### src/rtl/mode_counter.sv
// rtl/mode_counter.sv - runtime-configurable modulo counter with wrap/saturate/one-shot modes
module mode_counter #(
    parameter int W = 23
) (
    input  logic         clk,
    input  logic         rst_,
    input  logic         ena,
    input  logic         clr,
    input  logic         load,
    input  logic [W-1:0] load_val,
    input  logic [W-1:0] mod_val,
    input  logic         dir,
    input  logic [1:0]   mode,
    output logic [W-1:0] count,
    output logic         tc,
    output logic         done
);

    typedef enum logic [1:0] {
        MODE_WRAP     = 2'b00,
        MODE_SATURATE = 2'b01,
        MODE_ONESHOT  = 2'b10,
        MODE_WRAP_ALT = 2'b11
    } mode_t;

    logic [W:0]   m_ext;
    logic [W:0]   last_ext;
    logic [W:0]   count_ext;
    logic [W:0]   load_ext;
    logic [W-1:0] last_val;
    logic         at_terminal;
    mode_t        mode_sel;

    // One extra bit so a modulus of 2^W (mod_val == 0) and its M-1 compare never overflow.
    always_comb begin
        m_ext       = (mod_val == '0) ? {1'b1, {W{1'b0}}} : {1'b0, mod_val};
        last_ext    = m_ext - (W+1)'(1);
        last_val    = last_ext[W-1:0];
        count_ext   = {1'b0, count};
        load_ext    = {1'b0, load_val};
        at_terminal = dir ? (count_ext >= last_ext) : (count == '0);
        mode_sel    = mode_t'(mode);
    end

    always_ff @(posedge clk or negedge rst_) begin
        if (!rst_) begin
            count <= '0;
            tc    <= 1'b0;
            done  <= 1'b0;
        end else if (clr) begin
            count <= dir ? '0 : last_val;
            tc    <= 1'b0;
            done  <= 1'b0;
        end else if (load) begin
            count <= (load_ext > last_ext) ? last_val : load_val;
            tc    <= 1'b0;
            done  <= 1'b0;
        end else if (ena && !done) begin
            if (at_terminal) begin
                tc <= 1'b1;
                case (mode_sel)
                    MODE_SATURATE: count <= count;
                    MODE_ONESHOT:  done  <= 1'b1;
                    default:       count <= dir ? '0 : last_val;
                endcase
            end else begin
                tc <= 1'b0;
                if (dir)
                    count <= count + W'(1);
                else if (count_ext > last_ext)
                    // modulus lowered below the current count while counting down
                    count <= last_val;
                else
                    count <= count - W'(1);
            end
        end else begin
            tc <= 1'b0;
        end
    end

endmodule

### config.mk
export PLATFORM = sky130hd
export DESIGN_NAME = mode_counter
export DESIGN_NICKNAME = d
export VERILOG_FILES = /design/src/rtl/mode_counter.sv
export SDC_FILE = /design/constraint.sdc
export NUM_CORES = 1
export LEC_CHECK = 0
export BUFFER_PORTS_ARGS = -buffer_cell sky130_fd_sc_hd__buf_2
export CAP_MARGIN = 20
export CORE_MARGIN = 10
export CORE_UTILIZATION = 35
export CTS_CLUSTER_DIAMETER = 40
export DETAILED_ROUTE_END_ITERATION = 7
export GPL_ROUTABILITY_DRIVEN = 0
export GPL_TIMING_DRIVEN = 0
export SYNTH_ARGS = -nofsm -noshare
export SYNTH_HDL_FRONTEND = slang
export SYNTH_SLANG_ARGS = --single-unit
### constraint.sdc
create_clock -name clk -period 3.6 [get_ports clk]
set_input_delay 0.18 -clock clk [delete_from_list [all_inputs] [get_ports clk]]
set_output_delay 0.18 -clock clk [all_outputs]
set_load 0.01 [all_outputs]
==> reports/metrics.cfg, run 1 <==
[status]
status = finished, violations left
violations = DRC, setup timing

[global_route]
antenna_found_initial = 0
grt_max_degree = 26
first_global_vias = 5771
grt_overflow = 0
gr-usage-all-layers_pct = 22.37
grt_pass1_wl_um = 32190

[layout]
diodes = 0
final_core_util_pct = 53.06
nFillCells = 1184
seq_area_um2 = 625.6
final_area_um2 = 6696
layout_common_cells = 72 x buf_2, 45 x nor2_1, 41 x nand2_1, 41 x ha_1, 41 x buf_4
layout_commonest_cell = buf_2
drive_above_1_share_pct = 34.50
instances_no_fill = 917
syn_to_final_growth_pct = 48.17
final_nets = 848
multi_input_area_um2 = 4559

[worst_setup_path]
critPathTopFamily = compound AO/OA/AOI/OAI gates
path_class = in2reg
cp_cell_sequence = buf_8 -> or4_4 -> nor3_4 -> nand3b_1 -> buf_4 -> or4_4 -> xor2_4 -> ha_4 -> nand4_1 -> nor2_2 -> a2111oi_4 -> a2111oi_4 -> o21ai_4 -> a21oi_4 -> buf_6 -> o211ai_1 -> a311oi_2 -> a211o_1
cpMaxStageDelayCell = or4_4
cp_num_buf_inv = 3
cp_max_fo = 5
required_ns = 3.82
critPathLaunchType = input pin
worstPathArrival_ns = 4.50
worstSetupEndpointType = flop
max_stage_delay_ns = 0.56

[synthesis]
synth_fp_nets = 713
ys.flop_type = dfrtp_1
synth-seq-cells = 25
synth_area_um2 = 4519
synth_cell_type_count = 77
synth_edf_count = 0
synth_top_area_share_pct = 13.84
seq_area_frac_synth_pct = 13.84
yosys_warnings = 0
yosysTopAreaCell = dfrtp_1
syn_inst = 611
synthTopCellsByArea = dfrtp_1 14%, ha_1 13%, nor2_1 4.8%
synthArstFlopShare_pct = 100.0
synth_area_per_cell_um2 = 7.397

[sta]
setup_viol = 25
hold_violations = 0
fin_ws_ns = -0.6797
finalCriticalPeriod_ns = 4.280
fmax_ghz = 0.2337
period_share_pct = 118.9
maxSlewViolCount = 0
rsz0062_at_grt = yes
setup-tns-final_ns = -13.43
holdWs_ns = 0.2576
relSlewSlack_pct = 47.62
tightest_slew_ns = 0.7858
clock_skew_ns = 0.01025

[cts]
path_clk_slew_ns = 0.08
insertion_delay_ns = 0.28
clkSinkCount = 25
cts_buffers = 3
htree_levels = 1
cts_root_buf = clkbuf_16
clockBufferDepth = 2
cts_tree = done

[route]
wire_per_inst_um = 23.74
postRouteAntennaNets = 0
drtPass1Iterations = 8
drt-vias-per-instance = 6.565
via_count = 6020
drc = 1
wl_um = 21770
drtIter0Drc = 753

[placement]
portBuffers = 74
hpwl_um = 15400
place_ws_ns = -1.676
place_area_um2 = 5344
place_inst = 857

[floorplan]
design.die.area_um2 = 17860
initial_core_util_pct = 35.81
core.rowCount = 41
die_x_um = 133.6
die_h_um = 133.6
core-area_um2 = 12620
ioPinCount = 79

[pwr]
p_leak_nw = 2.647
ir_worst_vdd_uv = 181.0
p_per_area_nw_per_um2 = 294.6
finalPower_mw = 1.973

[job]
maxCapViolations = 0

[min_path]
min_path_type = in2reg

-- layer usage --
metal | global-route usage (%) | part of all wire, % | vias up | wire length [um]
li1 | - | - | 2626 | -
met1 | 27.44 | 38 | 2775 | 8342
met2 | 35.38 | 45 | 484 | 9760
met3 | 4.737 | 11 | 135 | 2298
met4 | 12.88 | 6.3 | 0 | 1372
met5 | 0 | 0 | - | 0
-- cell families (layout without fill, tap and decap cells) --
logic type	after synthesis	after routing	synth area share [%]
AO/OA/AOI/OAI	197	199	30.62
XOR/XNOR	39	39	7.863
adder cells (fa/ha/maj)	48	48	13.29
buffers and inverters	55	187	4.928
flip-flops	25	25	13.84
multiplexers	11	11	2.436
AND/OR/NAND/NOR	236	236	27.02
-- synth_stat cells (4+ instances only) --
master / n
nand2_1: 43
nor2_1: 58
inv_1: 17
o221ai_1: 11
or2_2: 5
xnor2_1: 23
a21oi_1: 35
xor2_1: 15
and2_1: 6
or4_1: 7
nand3_1: 20
buf_2: 4
o21ai_1: 4
nor4_1: 7
or3_1: 15
and3_1: 10
o31ai_1: 10
nand2b_1: 4
dfrtp_1: 25
a21o_1: 4
a211oi_1: 5
ha_1: 48
a311oi_1: 4
o21a_1: 12
nand4_1: 16
mux2i_1: 11
nor3_1: 22
o211ai_1: 13
clkbuf_1: 31
o311ai_0: 4
o22ai_1: 4
o21ai_0: 34
nor2b_1: 8
a221o_1: 4
o2111ai_1: 4
a31oi_1: 8
-- final timing paths --
kind                                  start         to  slack [ns]  depth (start not counted)
min in group asynchronous              rst_  count[10]        0.48                          2
worst min-delay path            load_val[4]   count[4]        0.26                          3
max in group asynchronous              rst_   count[0]        2.65                          2
worst max-delay path             mod_val[2]  count[22]       -0.68                         18
worst min register to register         done       done        0.56                          1
worst max register to register     count[3]   count[0]       -0.32                         11
-- area by class of cell --
cell class | count | share of cell area (%)
repair buffers | 130 | 13.55
inverters | 18 | 1.009
well taps | 172 | 3.214
clock buffers | 4 | 1.177
multi-input cells | 533 | 68.09
plain buffers | 35 | 3.625
flip-flops and latches | 25 | 9.342
-- flip-flops by register name, summed over array words and instances, names as in the netlist --
signal	cells
done	1
tc	1
count	23
-- what timing repair did --
item / 4_1_cts / 5_1_grt
endpoints found under the hold margin: 25 / 0
gates cloned: 3 / 2
buffers inserted: 40 / 12
gates resized for setup: 91 / 58
pin swaps: 37 / 33
setup endpoints to repair: 25 / 25
hold buffers: 1 / 0
-- where the power goes --
part | switching [mW] | internal, mW | total (mW) | leakage [nW]
logic | 0.731 | 0.546 | 1.28 | 2.30
registers | 0.0931 | 0.321 | 0.414 | 0.307
clock network | 0.129 | 0.153 | 0.282 | 0.0382
total | 0.953 | 1.02 | 1.97 | 2.65
-- worst min-delay path, stage by stage --
cell,delay [ns]
buf_2,0.12
o211ai_1,0.10
o2111ai_1,0.10
(Power assumes the default switching activity.)
==> run 2: changes to the inputs <==
--- a/config.mk
+++ b/config.mk
@@ -8,11 +8,12 @@
 export BUFFER_PORTS_ARGS = -buffer_cell sky130_fd_sc_hd__buf_2
 export CAP_MARGIN = 20
 export CORE_MARGIN = 10
-export CORE_UTILIZATION = 35
+export CORE_UTILIZATION = 50
 export CTS_CLUSTER_DIAMETER = 40
 export DETAILED_ROUTE_END_ITERATION = 7
 export GPL_ROUTABILITY_DRIVEN = 0
 export GPL_TIMING_DRIVEN = 0
+export PLACE_DENSITY = 0.72
 export SYNTH_ARGS = -nofsm -noshare
 export SYNTH_HDL_FRONTEND = slang
 export SYNTH_SLANG_ARGS = --single-unit
==> reports/metrics.cfg, run 2 (synthesis results as in run 1) <==
[worst_setup_path]
critPathLaunchType = input pin
worstPathArrival_ns = 4.54
required_ns = 3.78
path_class = in2reg
worstSetupEndpointType = flop
cp_max_fo = 8

[layout]
layout_common_cells = 76 x buf_2, 47 x nor2_1, 41 x nand2_1, 41 x ha_1, 35 x buf_4
largest_register = count
largest_registers = count: 23 flops, done: 1 flops, tc: 1 flops
drive_above_1_share_pct = 31.80
final_nets = 842
syn_to_final_growth_pct = 38.70
instances_no_fill = 847
layout_commonest_cell = buf_2
final_core_util_pct = 71.53
final_area_um2 = 6269
largest_reg_flops = 23
nFillCells = 675
diodes = 0

[cts]
clkSinkCount = 25
cts_root_buf = clkbuf_8
path_clk_slew_ns = 0.11
clockBufferDepth = 2
cts_tree = done
cts_buffers = 3
insertion_delay_ns = 0.29
htree_levels = 1

[sta]
finalCriticalPeriod_ns = 4.361
setup-tns-final_ns = -15.71
maxSlewViolCount = 0
clock_skew_ns = 0.008802
period_share_pct = 121.1
rsz0062_at_grt = yes
fin_ws_ns = -0.7607
relSlewSlack_pct = 42.10
holdWs_ns = 0.2461
fmax_ghz = 0.2293
hold_violations = 0
tightest_slew_ns = 0.8565
setup_viol = 25

[placement]
place_inst = 793
portBuffers = 74
place_area_um2 = 5264
hpwl_um = 14290
place_ws_ns = -1.478

[floorplan]
die_h_um = 115.1
core.rowCount = 34
core-area_um2 = 8763
die_x_um = 115.1
design.die.area_um2 = 13240
ioPinCount = 79
initial_core_util_pct = 51.57

[pwr]
finalPower_mw = 1.809
ir_worst_vdd_uv = 170.0
p_leak_nw = 2.552
p_per_area_nw_per_um2 = 288.5

[route]
via_count = 6118
drc = 15
drtIter0Drc = 732
drt-vias-per-instance = 7.223
wl_um = 20470
drtPass1Iterations = 8
postRouteAntennaNets = 0
wire_per_inst_um = 24.17

[global_route]
grt_pass1_wl_um = 29770
antenna_found_initial = 0
first_global_vias = 5707
grt_overflow = 0
grt_max_degree = 26
gr-usage-all-layers_pct = 27.82

[job]
maxCapViolations = 0

[status]
violations = DRC, setup timing
status = finished, violations left

[min_path]
min_path_type = in2reg

[run 2: cell types whose count changed in the layout (fill, tap and decap cells not counted), moves of 4 or more]
cell / before / now
buf_2: 72 / 76
buf_4: 41 / 35
buf_6: 15 / 20
clkbuf_16: 6 / 0
o221ai_1: 6 / 11
o221ai_2: 4 / 0
[run 2: routing by layer]
metal  wire length, um  vias up  GRT usage, %  share of wire, %
li1                  -     2616             -                 -
met1              7414     2799         34.46                36
met2              8838      536         42.53                43
met3              2727      167         7.917                13
met4              1490        0         15.43               7.3
met5                 0        -             0                 0
[run 2: power breakdown]
part / total (mW) / internal [mW] / switching (mW)
clock network: 0.191 / 0.0798 / 0.112
registers: 0.414 / 0.321 / 0.0935
logic: 1.20 / 0.511 / 0.692
[run 2: cell type report]
cell class              count  area (um2)  share of cell area, %
clock buffers               4       45.04                 0.7186
well taps                 108       135.1                  2.156
repair buffers            127       842.1                  13.43
multi-input cells         531        4354                  69.46
inverters                  18       67.56                  1.078
flip-flops and latches     25       625.6                  9.980
plain buffers              34       198.9                  3.174
[run 2: path summary, 6_finish.rpt]
path / startpoint / to / slack, ns / cells past startpoint
setup / recovery: mod_val[4] / count[16] / -0.76 / 18
hold / removal: mode[1] / done / 0.25 / 3
setup reg to reg: count[3] / count[22] / -0.42 / 10
hold reg to reg: done / done / 0.57 / 1
max in group asynchronous: rst_ / count[4] / 2.72 / 2
min in group asynchronous: rst_ / count[6] / 0.45 / 2
[run 2: worst max-delay path: stages]
cell and delay [ns]:
buf_8 0.10, or4_4 0.57, nor3_4 0.22, nand3b_1 0.16, buf_6 0.16, or4_4 0.56
xor2_4 0.19, ha_4 0.27, nand4_1 0.13, nor2_2 0.19, a2111oi_4 0.06, a2111oi_4 0.46
o21ai_4 0.14, a21oi_4 0.36, buf_2 0.27, o211ai_1 0.17, a21oi_1 0.23, o22ai_1 0.11
[run 2: repair_timing]
| action | CTS | global route |
|---|---|---|
| setup buffers | 31 | 19 |
| cloned | 2 | 2 |
| setup endpoints to repair | 25 | 25 |
| hold endpoints to repair | 25 | 0 |
| pin swaps | 26 | 47 |
| hold buffers | 1 | 0 |
| resized for setup | 64 | 49 |
==> run 3: changes to the inputs <==
--- a/config.mk
+++ b/config.mk
@@ -5,6 +5,7 @@
 export SDC_FILE = /design/constraint.sdc
 export NUM_CORES = 1
 export LEC_CHECK = 0
+export ABC_AREA = 1
 export BUFFER_PORTS_ARGS = -buffer_cell sky130_fd_sc_hd__buf_2
 export CAP_MARGIN = 20
 export CORE_MARGIN = 10
@@ -13,7 +14,7 @@
 export DETAILED_ROUTE_END_ITERATION = 7
 export GPL_ROUTABILITY_DRIVEN = 0
 export GPL_TIMING_DRIVEN = 0
-export PLACE_DENSITY = 0.72
+export PLACE_DENSITY = 0.71
 export SYNTH_ARGS = -nofsm -noshare
 export SYNTH_HDL_FRONTEND = slang
 export SYNTH_SLANG_ARGS = --single-unit
==> reports/metrics.cfg, run 3 <==
[sta]
maxSlewViolCount = 0
fmax_ghz = 0.2858
finalCriticalPeriod_ns = 3.499
tightest_slew_ns = 0.7419
setup_viol = 0
period_share_pct = 97.19
relSlewSlack_pct = 50.19
hold_violations = 0
rsz0062_at_grt = yes
clock_skew_ns = 0.01137

[pwr]
p_per_area_nw_per_um2 = 271.4
pwr-share-comb_pct = 65.0
sw_frac_of_total_pct = 52.91
p_leak_nw = 3.218
p_switching_mw = 0.8810
power_frac_seq_pct = 23.6
ir_worst_vdd_uv = 137.4
clockPowerShare_pct = 11.4
internal_power_mw = 0.7841
finalPower_mw = 1.665

[cts]
cts_root_buf = clkbuf_8
cts_tree = done
insertion_delay_ns = 0.30
clkSinkCount = 25
clockBufferDepth = 2
htree_levels = 1
cts_buffers = 3
path_clk_slew_ns = 0.11

[global_route]
grt_overflow = 0
gr-usage-all-layers_pct = 24.59
grt_max_degree = 26
antenna_found_initial = 0
first_global_vias = 5727
grt_pass1_wl_um = 29840

[synthesis]
synth_fp_nets = 1031
synth_edf_count = 0
seq_area_frac_synth_pct = 11.75
synthArstFlopShare_pct = 100.0
yosys_warnings = 0
synth_cell_type_count = 42
netlist_top_cells_count = 257 x nand2_1, 113 x inv_1, 97 x nor2_1
synth_area_per_cell_um2 = 5.732
yosysMostFrequentCell = nand2_1
synth_top_area_share_pct = 18.12
synth_area_um2 = 5325
ys.flop_type = dfrtp_1
yosysTopAreaCell = nand2_1
synthTopCellsByArea = nand2_1 18%, dfrtp_1 12%, ha_1 11%
synth-seq-cells = 25
syn_inst = 929

[layout]
final_core_util_pct = 59.17
layout_common_cells = 256 x nand2_1, 110 x inv_1, 92 x nor2_1
largest_registers = count: 23 flops, done: 1 flops, tc: 1 flops
largest_reg_flops = 23
largest_register = count
drive_above_1_share_pct = 17.37
syn_to_final_growth_pct = 15.23
diodes = 0
instances_no_fill = 1155
final_nets = 1122
nFillCells = 1113
layout_commonest_cell = nand2_1

[placement]
place_inst = 1140
hpwl_um = 15560
portBuffers = 75

[worst_setup_path]
worstSetupEndpointType = flop
cp_max_fo = 10
required_ns = 3.80
path_class = in2reg
regToRegSetupSlack_ns = 0.71
critPathLaunchType = input pin
worstPathArrival_ns = 3.70

[route]
via_count = 6386
drtPass1Iterations = 5
drtIter0Drc = 745
drc = 0
drt-vias-per-instance = 5.529
wire_per_inst_um = 16.66
postRouteAntennaNets = 0
wl_um = 19240

[job]
maxCapViolations = 0

[floorplan]
initial_core_util_pct = 51.35
core-area_um2 = 10370
core.rowCount = 37
die_h_um = 123.2
die_x_um = 123.2
design.die.area_um2 = 15180
ioPinCount = 79

[min_path]
min_path_type = in2reg

[status]
status = finished, final reports clean

run 3: cell types whose count changed after synthesis, moves of 12 or more:
cell     previous run  this run
o21ai_1             4        29
xnor2_1            23         6
or3_1              15         0
nor2_1             58        97
inv_1              17       113
nand2_1            43       257
xor2_1             15        27
a21oi_1            35        68
nand3_1            20        78
run 3: power groups by stage:
stage / clock, mW / sequential [mW] / combinational [mW]
2_1_floorplan: 0 / 0.399 / 0.696
3_3_place_gp: 0 / 0.395 / 1.01
3_5_place_dp: 0 / 0.398 / 1.01
4_1_cts: 0.192 / 0.392 / 1.03
5_1_grt: 0.198 / 0.401 / 1.21
6_report: 0.189 / 0.394 / 1.08
run 3: cells by family after synthesis:
| kind of cell | Yosys count | synth area share, % |
|---|---|---|
| simple gates | 517 | 44.10 |
| buf+inv | 158 | 12.50 |
| compound gates | 148 | 14.94 |
| fa+ha+maj | 48 | 11.28 |
| xor+xnor | 33 | 5.428 |
| flops | 25 | 11.75 |
run 3: final timing paths:
check	from	end	cells past startpoint
min reg2reg	count[5]	count[5]	2
max	mod_val[4]	count[8]	24
max in group asynchronous	rst_	count[14]	2
min in group asynchronous	rst_	tc	2
max reg2reg	count[0]	count[7]	18
min	ena	tc	3
run 3: per-layer routing:
layer  part of all wire, %  global-route usage [%]  wire, um  vias up
met1                    44                   34.35      8510     2826
met5                     0                       0         0        -
li1                      -                       -         -     3206
met2                    44                   39.48      8560      330
met4                   1.7                   6.186       319        0
met3                   9.6                   2.598      1851       24
run 3: repair_timing:
action,in CTS,in global routing
setup buffers,0,10
hold endpoints to repair,25,0
resized for setup,11,19
endpoints found under the setup margin,21,24
hold buffers,1,0
pin swaps,0,12
cloned,0,0
run 3: layout make-up:
class                           count  area, um2  share of cell area, %
Clock buffer                        3      41.29                 0.6729
Clock inverter                      1      5.005                0.08157
Tap cell                          136      170.2                  2.773
Buffer                             38      221.5                  3.609
Inverter                          120      450.4                  7.341
Timing Repair Buffer               86      460.4                  7.504
Sequential cell                    25      625.6                  10.20
Multi-Input combinational cell    746       4161                  67.82
run 3: through the flow:
step / setup slack, ns / hold slack (ns) / TNS (ns) / instance area (um2)
2_1_floorplan: 0.5313 / -0.1156 / 0 / 5325
3_3_place_gp: -0.4352 / 0.2297 / -8.362 / 5871
3_5_place_dp: -0.4419 / 0.2369 / -8.623 / 5871
4_1_cts: 0.03354 / 0.1774 / 0 / 5982
5_1_grt: -0.06417 / 0.1955 / -0.5117 / 6136
6_report: 0.1010 / 0.1757 / 0 / 6136
run 3: critical path, stage by stage:
cell and delay [ns]:
buf_2 0.12, nor2_2 0.14, nand2_2 0.12, nor2_8 0.13
nand2_1 0.10, nor2_2 0.18, nand4_1 0.22, nor3_2 0.31
xnor2_2 0.17, ha_1 0.33, nand3_1 0.08, inv_1 0.13
nand3_2 0.11, nor2_4 0.16, nand3_2 0.13, nand3_2 0.23
clkbuf_4 0.25, nand3_1 0.08, nand3_1 0.12, nand3_1 0.10
nand2_1 0.09, nand2_1 0.05, nand2_1 0.11, nand2_1 0.06
